==> src/rtl/decoder_pkg.sv <==
// Shared types and helpers for the registered N-to-2^N one-hot decoder.
// The optional parity check is enabled by defining DEC_PARITY_CHECK_EN.
package decoder_pkg;

  typedef enum logic {
    S_IDLE = 1'b0,
    S_OUT  = 1'b1
  } dec_state_t;

  localparam logic MODE_LEVEL = 1'b0;
  localparam logic MODE_PULSE = 1'b1;

  // The decode helper works on the widest supported select; callers truncate to their own width.
  localparam int DEC_MAX_SEL_W = 6;
  localparam int DEC_MAX_OUT_W = 2 ** DEC_MAX_SEL_W;

  function automatic logic [DEC_MAX_OUT_W-1:0] onehot_dec(input logic [DEC_MAX_SEL_W-1:0] sel,
                                                          input logic en);
    onehot_dec = '0;
    if (en) onehot_dec[sel] = 1'b1;
  endfunction

endpackage

==> src/rtl/decoder_onehot.sv <==
// Pure combinational N-to-2^N one-hot decoder with enable; all-zero when disabled.
module decoder_onehot
  import decoder_pkg::*;
#(
  parameter int N_SEL = 2,
  localparam int OUT_W = 2 ** N_SEL
) (
  input  logic [N_SEL-1:0] sel,
  input  logic             en,
  output logic [OUT_W-1:0] dec
);

  if (N_SEL > DEC_MAX_SEL_W) begin : g_width_guard
    $error("decoder_onehot: N_SEL exceeds DEC_MAX_SEL_W");
  end

  assign dec = OUT_W'(onehot_dec(DEC_MAX_SEL_W'(sel), en));

endmodule

==> src/rtl/decoder_n2m_pipe.sv <==
// Registered one-hot decoder with valid/ready flow control, LEVEL/PULSE output and a
// saturating decode counter. Define DEC_PARITY_CHECK_EN to add the in_par/par_err ports.
module decoder_n2m_pipe
  import decoder_pkg::*;
#(
  parameter int N_SEL = 2,
  parameter int CNT_W = 8,
  localparam int OUT_W = 2 ** N_SEL
) (
  input  logic             clk,
  input  logic             rst_n,
  input  logic             in_valid,
  output logic             in_ready,
  input  logic [N_SEL-1:0] in_sel,
  input  logic             in_en,
  input  logic             mode,
`ifdef DEC_PARITY_CHECK_EN
  input  logic             in_par,
  output logic             par_err,
`endif
  output logic             out_valid,
  input  logic             out_ready,
  output logic [OUT_W-1:0] out_d,
  output logic [CNT_W-1:0] dec_count
);

  dec_state_t       state;
  logic [OUT_W-1:0] dec_word;
  logic             in_hs;
  logic             out_hs;
  logic             par_bad;
  logic             beat_ok;

  decoder_onehot #(.N_SEL(N_SEL)) u_onehot (
    .sel (in_sel),
    .en  (in_en),
    .dec (dec_word)
  );

  assign in_ready = !out_valid || out_ready;
  assign in_hs    = in_valid && in_ready;
  assign out_hs   = out_valid && out_ready;

`ifdef DEC_PARITY_CHECK_EN
  assign par_bad = (in_par != ^{in_en, in_sel});

  always_ff @(posedge clk or negedge rst_n) begin
    if (!rst_n) par_err <= 1'b0;
    else        par_err <= in_hs && par_bad;
  end
`else
  assign par_bad = 1'b0;
`endif

  // A beat with bad parity is still consumed upstream, it just never reaches the output.
  assign beat_ok = in_hs && !par_bad;

  always_ff @(posedge clk or negedge rst_n) begin
    if (!rst_n) begin
      state     <= S_IDLE;
      out_valid <= 1'b0;
      out_d     <= '0;
    end else begin
      case (state)
        S_IDLE: begin
          if (beat_ok) begin
            state     <= S_OUT;
            out_valid <= 1'b1;
            out_d     <= dec_word;
          end
        end
        S_OUT: begin
          if (beat_ok) begin
            out_d <= dec_word;
          end else if (out_hs) begin
            state     <= S_IDLE;
            out_valid <= 1'b0;
            if (mode == MODE_PULSE) out_d <= '0;
          end
        end
        default: begin
          state     <= S_IDLE;
          out_valid <= 1'b0;
          out_d     <= '0;
        end
      endcase
    end
  end

  always_ff @(posedge clk or negedge rst_n) begin
    if (!rst_n) begin
      dec_count <= '0;
    end else if (beat_ok && in_en && (dec_count != {CNT_W{1'b1}})) begin
      dec_count <= dec_count + 1'b1;
    end
  end

endmodule

==> config.mk <==
export PLATFORM = sky130hd
export DESIGN_NAME = decoder_n2m_pipe
export DESIGN_NICKNAME = d
export VERILOG_FILES = /design/src/rtl/decoder_pkg.sv /design/src/rtl/decoder_onehot.sv /design/src/rtl/decoder_n2m_pipe.sv
export SDC_FILE = /design/constraint.sdc
export NUM_CORES = 1
export LEC_CHECK = 0
export CAP_MARGIN = 10
export CORE_MARGIN = 8
export CORE_UTILIZATION = 45
export CTS_CLUSTER_SIZE = 20
export DETAILED_ROUTE_END_ITERATION = 8
export MAX_ROUTING_LAYER = met4
export PLACE_DENSITY = 0.84
export SLEW_MARGIN = 20
export SYNTH_ARGS = -nofsm -noshare
export SYNTH_HDL_FRONTEND = slang
export SYNTH_SLANG_ARGS = --single-unit
==> constraint.sdc <==
create_clock -name clk -period 2.2 [get_ports clk]
set_input_delay 0.33 -clock clk [delete_from_list [all_inputs] [get_ports clk]]
set_output_delay 0.33 -clock clk [all_outputs]
set_load 0.03 [all_outputs]
After elaboration in Yosys (flattened, before gate mapping)
Index checks and enable logic that the tools add are counted.
{"block": "word_totals", "ff_bits": 14, "inputBits": 8, "output_inout_bits": 14, "wordCells": 39}
{"block": "op_classes", "n_addsub": 1, "magnitude_cmp": 2, "n_eq_ne": 6, "n_mux": 16, "n_bitwise": 1, "reduce_logical": 9}
{"op": "4-bit 2-to-1 mux", "n": 5}
{"op": "8-bit by 1-bit adder with 8-bit output, second input constant", "n": 1}
{"op": "8-bit inequality test, second input constant", "n": 1}
{"op": "4-bit case mux with 2 select lines", "n": 1}
{"op": "2-bit by 7-bit < comparator with 1-bit output, second input constant", "n": 1}
{"op": "1-bit 2-to-1 mux", "n": 7}
{"op": "3-bit AND reduction", "n": 2}
{"op": "1-bit logical AND", "n": 5}
{"op": "2-bit inequality test, second input constant", "n": 2}
{"op": "1-bit case mux with 2 select lines", "n": 2}
{"op": "3-bit by 1-bit inequality test with 1-bit output, second input constant", "n": 1}
{"op": "3-bit by 2-bit inequality test with 1-bit output, second input constant", "n": 1}
{"op": "1-bit demux with 2-bit select", "n": 1}
{"op": "2-bit by 1-bit greater-or-equal comparator with 1-bit output, second input constant", "n": 1}
{"op": "2-bit by 1-bit inequality test with 1-bit output, second input constant", "n": 1}
{"op": "1-bit logical NOT", "n": 1}
{"op": "1-bit logical OR", "n": 1}
{"op": "1-bit NOT", "n": 1}

Longest topological paths before layout
{"block": "logic_depth", "depth_word": 7, "ltp_mapped": 6}

By module
A second synthesis with hierarchy kept.
{"block": "unflattened", "cells_unflattened": 69, "area_unflattened_um2": 762.0}
{"module": "decoder_n2m_pipe", "instances": 1, "cells_per_inst": 65, "area_per_inst_um2": 724.4, "seq_area_each_um2": 350.3}
{"module": "decoder_onehot", "instances": 1, "cells_per_inst": 4, "area_per_inst_um2": 37.5, "seq_area_each_um2": 0.0}

Least setup slack after synthesis
OpenSTA, ideal clock, no wires.
{"block": "synth_timing", "kind": "register to register", "startpoint": "reg dec_count[0]", "endpoint": "reg dec_count[1]", "setup_ns": 0.125, "arrival_ns": 1.525, "slack_ns": 0.550, "stages_incl_launch_ff": 6, "n_path_buf": 0, "path_cell_list": "dfrtp_1 -> ha_1 -> and4_4 -> nand2_2 -> and2_4 -> mux2_4"}
{"block": "synth_via", "elab_chain_cells": 2, "elab_cells_between_ends": 3, "cone_classes": "add/sub (1); eq/ne (1); reduce/logical (1)"}
{"element": "from (decl)", "line": "decoder_n2m_pipe.sv:24", "source": "output logic [CNT_W-1:0] dec_count"}
{"element": "from (signal assigned)", "line": "decoder_n2m_pipe.sv:94", "source": "dec_count <= dec_count + 1'b1;"}
{"element": "branches (longest 2 deep; another with 8-bit by 1-bit adder with 8-bit output)"}
Several ways; the timed one is not identified.
A chain may end at the register's enable or synchronous reset.

Worst setup path in the final report
{"block": "layout_timing", "startpoint": "in out_ready", "endpoint": "out in_ready"}
{"block": "layout_via", "elab_chain_cells": 1}
{"element": "from (decl)", "line": "decoder_n2m_pipe.sv:22", "source": "input logic out_ready,"}
{"element": "1-bit logical OR", "line": "decoder_n2m_pipe.sv:40", "source": "assign in_ready = !out_valid || out_ready;"}
{"element": "to (decl)", "line": "decoder_n2m_pipe.sv:13", "source": "output logic in_ready,"}
Every way passes these cells.

==> impl_results.md <==
- Outcome: complete, no violations
- Yosys top cell area share: 49.0%
- Final-report hold violation count: 0
- Flops & latches, synth: 14
- CTS root buffer: clkbuf_4
- Synthesized net count: 72
- First-pass GRT wire length: 2.66 mm
- Reg2reg setup slack: 0.64 ns
- TritonCTS buffer count: 3
- Clock power frac: 11.1%
- Setup_tns: 0 ns
- GR Overflow Total: 0
- Die area: 3120 sq um
- Vias: 584
- Max clock buf depth: 2
- Critical R2R Capture: dec_count[1]
- I/O pin total: 22
- WP data required: 1.87 ns
- Leakage: 0.448 nW
- Layout cells sized above 1: 11.6%
- Initial DRC Count: 3
- Max Cap Violations: 0
- # DRC: 0
- Ys async rst share: 100%
- Slowest stage delay, CP: 0.67 ns
- Switching pwr: 0.534 mW
- Crit. End Element: primary output
- Syn_area_per_cell: 11.5 sq um
- Pint: 0.710 mW
- Post-DR wirelength/cell: 15.6 microns
- Worst-Skew Late Latency: 0.27 ns
- Chip width: 55.8 microns
- Most instantiated cells after synthesis: dfrtp_1, inv_1, a21oi_1, a32o_1
- PostCTS Resize Cnt: 0
- Setup Fix Bufs, Post-CTS: 0
- Kind of critical path: input port to primary output
- Post-layout minimum cycle time: 2.03 ns
- First-pass iteration count of the detailed router: 2
- Number of library cell types mapped by synthesis: 29
- Fill cells: 127
- Row count: 14
- Pin count of the biggest net entering global routing: 15
- Ys flop type: dfrtp_1
- Post-synthesis sequential area ratio: 49.0%
- Power Total: 1.24 mW
- # nets final: 98
- Tightest Pin Transition: 0.636 ns
- R2R Path Start: dec_count[0]
- Slowest CP cell: clkdlybuf4s50_1
- Detailed Place HPWL: 1.23 mm
- Routability cong.: 0.702
- Max Slew Vio Count: 0
- Fin crit share: 92.3%
- Htree depth: 1
- Fmax: 492 MHz
- Ys Warns: 0
- Cells after Synth: 62
- Hold Path Class: input port to async pin
- Post-synth top area cell: dfrtp_1
- Post-route ant nets: 0
- Skew final: 0.00800 ns
- Reg power frac: 37.2%
- Port buffer count: 21
- Cts hold-fix bufs: 0
- Critical Path Fanout Max: 5
- Setup-failing EPs final: 0
- TritonCTS clock tree: yes
- Vias per cell: 5.73
- Die height: 55.8 microns
- FF-to-FF path depth: 5
- GRT Total Usage: 10.4%
- Cell area after synthesis: 714 sq um
- Worst-path clk slew: 0.08 ns
- Initial antenna violation count: 0
- EDFF count, synth: 0
- N_diodes: 0
- VDD IR-drop max: 0.641 mV
- Startpoint Class: input port
- RSZ-0062 raised after global routing: false
- CP most frequent cell: clkdlybuf4s50_1
- Number of global-route vias before repair: 618
- Power share of the combinational group: 51.6%
- Worst path cell trace: clkdlybuf4s50_1 > nand2b_4 > clkdlybuf4s50_1
- Slew headroom: 57.4%
- Clock Sink Count: 14
- Critical path arrival: 1.70 ns
- Area growth syn-to-layout: 35.4%
- Initial cell density of the core: 47.4%
- Switching Fraction: 43.0%
- Count leader, synth: dfrtp_1
- Power Dens Cells: 1290 nW/um^2
- WL final: 1.59 mm
- Top cells by area, synth: dfrtp_1, a32o_1, mux2i_1
- Core area: 1510 sq um
## cells by family (layout without fill, tap and decap cells)
family | after synthesis | count (layout) | synth area share (%)
adder cells (fa/ha/maj) | 2 | 2 | 3.50
multiplexers | 5 | 5 | 7.88
AO/OA/AOI/OAI | 14 | 14 | 14.9
flip-flops | 14 | 14 | 49.0
XOR/XNOR | 2 | 2 | 2.45
buffers and inverters | 5 | 29 | 2.63
AND/OR/NAND/NOR | 20 | 20 | 19.6
## power by group through the flow
stage / Clock (mW) / Sequential, mW / Combinational, mW
2_1_floorplan: 0 / 0.614 / 0.237
3_3_place_gp: 0 / 0.460 / 0.637
3_5_place_dp: 0 / 0.465 / 0.648
4_1_cts: 0.144 / 0.461 / 0.650
5_1_grt: 0.158 / 0.479 / 0.691
6_report: 0.139 / 0.463 / 0.642
## cell usage in the layout (no fill, tap or decap), drive strengths merged
master / Yosys / layout
mux2i: 3 / 3
and4: 2 / 2
mux2: 2 / 2
o21a: 1 / 1
xor2: 1 / 1
inv: 5 / 5
clkbuf: 0 / 3
a22o: 1 / 1
a31oi: 1 / 1
nand3: 2 / 2
and2: 1 / 1
nand2b: 3 / 3
nand4: 3 / 3
nor2: 2 / 2
a21o: 1 / 1
clkdlybuf4s50: 0 / 21
and3: 3 / 3
a21boi: 1 / 1
or2: 1 / 1
nand2: 3 / 3
dfrtp: 14 / 14
xnor2: 1 / 1
a41oi: 1 / 1
ha: 2 / 2
a32o: 4 / 4
a21oi: 4 / 4
## worst max-delay path: cells and delay by family
kind,cells,cell delay (ns)
AND/OR/NAND/NOR,1,0.17
buffers and inverters,2,1.20
## worst max path at each step
stage	start	to	slack, ns	cells past startpoint
2_1_floorplan	dec_count[0]	dec_count[1]	0.55	5
3_3_place_gp	out_ready	in_ready	0.20	3
3_5_place_dp	out_ready	in_ready	0.17	3
4_1_cts	out_ready	in_ready	0.17	3
5_1_grt	out_ready	in_ready	0.15	3
6_report	out_ready	in_ready	0.17	3
## metal layers
| metal | vias up | routed length, microns | track usage, % |
|---|---|---|---|
| li1 | 281 | - | - |
| met1 | 287 | 743 | 11.4 |
| met2 | 16 | 760 | 17.5 |
| met3 | 0 | 90 | 4.11 |
| met4 | 0 | 0 | 2.06 |
| met5 | - | 0 | - |
## layout make-up
| cell class | count | area [sq um] | area share [%] |
|---|---|---|---|
| Sequential cell | 14 | 350 | 36.2 |
| Multi-Input combinational cell | 43 | 345 | 35.7 |
| Timing Repair Buffer | 21 | 210 | 21.7 |
| Clock buffer | 3 | 22.5 | 2.33 |
| Tap cell | 16 | 20.0 | 2.07 |
| Inverter | 5 | 18.8 | 1.94 |
## registers in the layout, indices dropped and copies added, names as in the netlist
signal     cells
out_d          4
state          1
out_valid      1
dec_count      8
## through the flow
stage	setup slack, ns	utilization [%]	hold slack [ns]	cells	cell area, sq um
4_1_cts	0.171	64.2	0.468	102	967
2_1_floorplan	0.550	-	0.0344	62	714
3_5_place_dp	0.171	62.7	0.485	99	945
5_1_grt	0.150	64.2	0.513	102	967
6_report	0.169	64.2	0.446	102	967
3_3_place_gp	0.201	62.7	0.487	99	945
No activity file was read; power rests on OpenSTA's default activity.
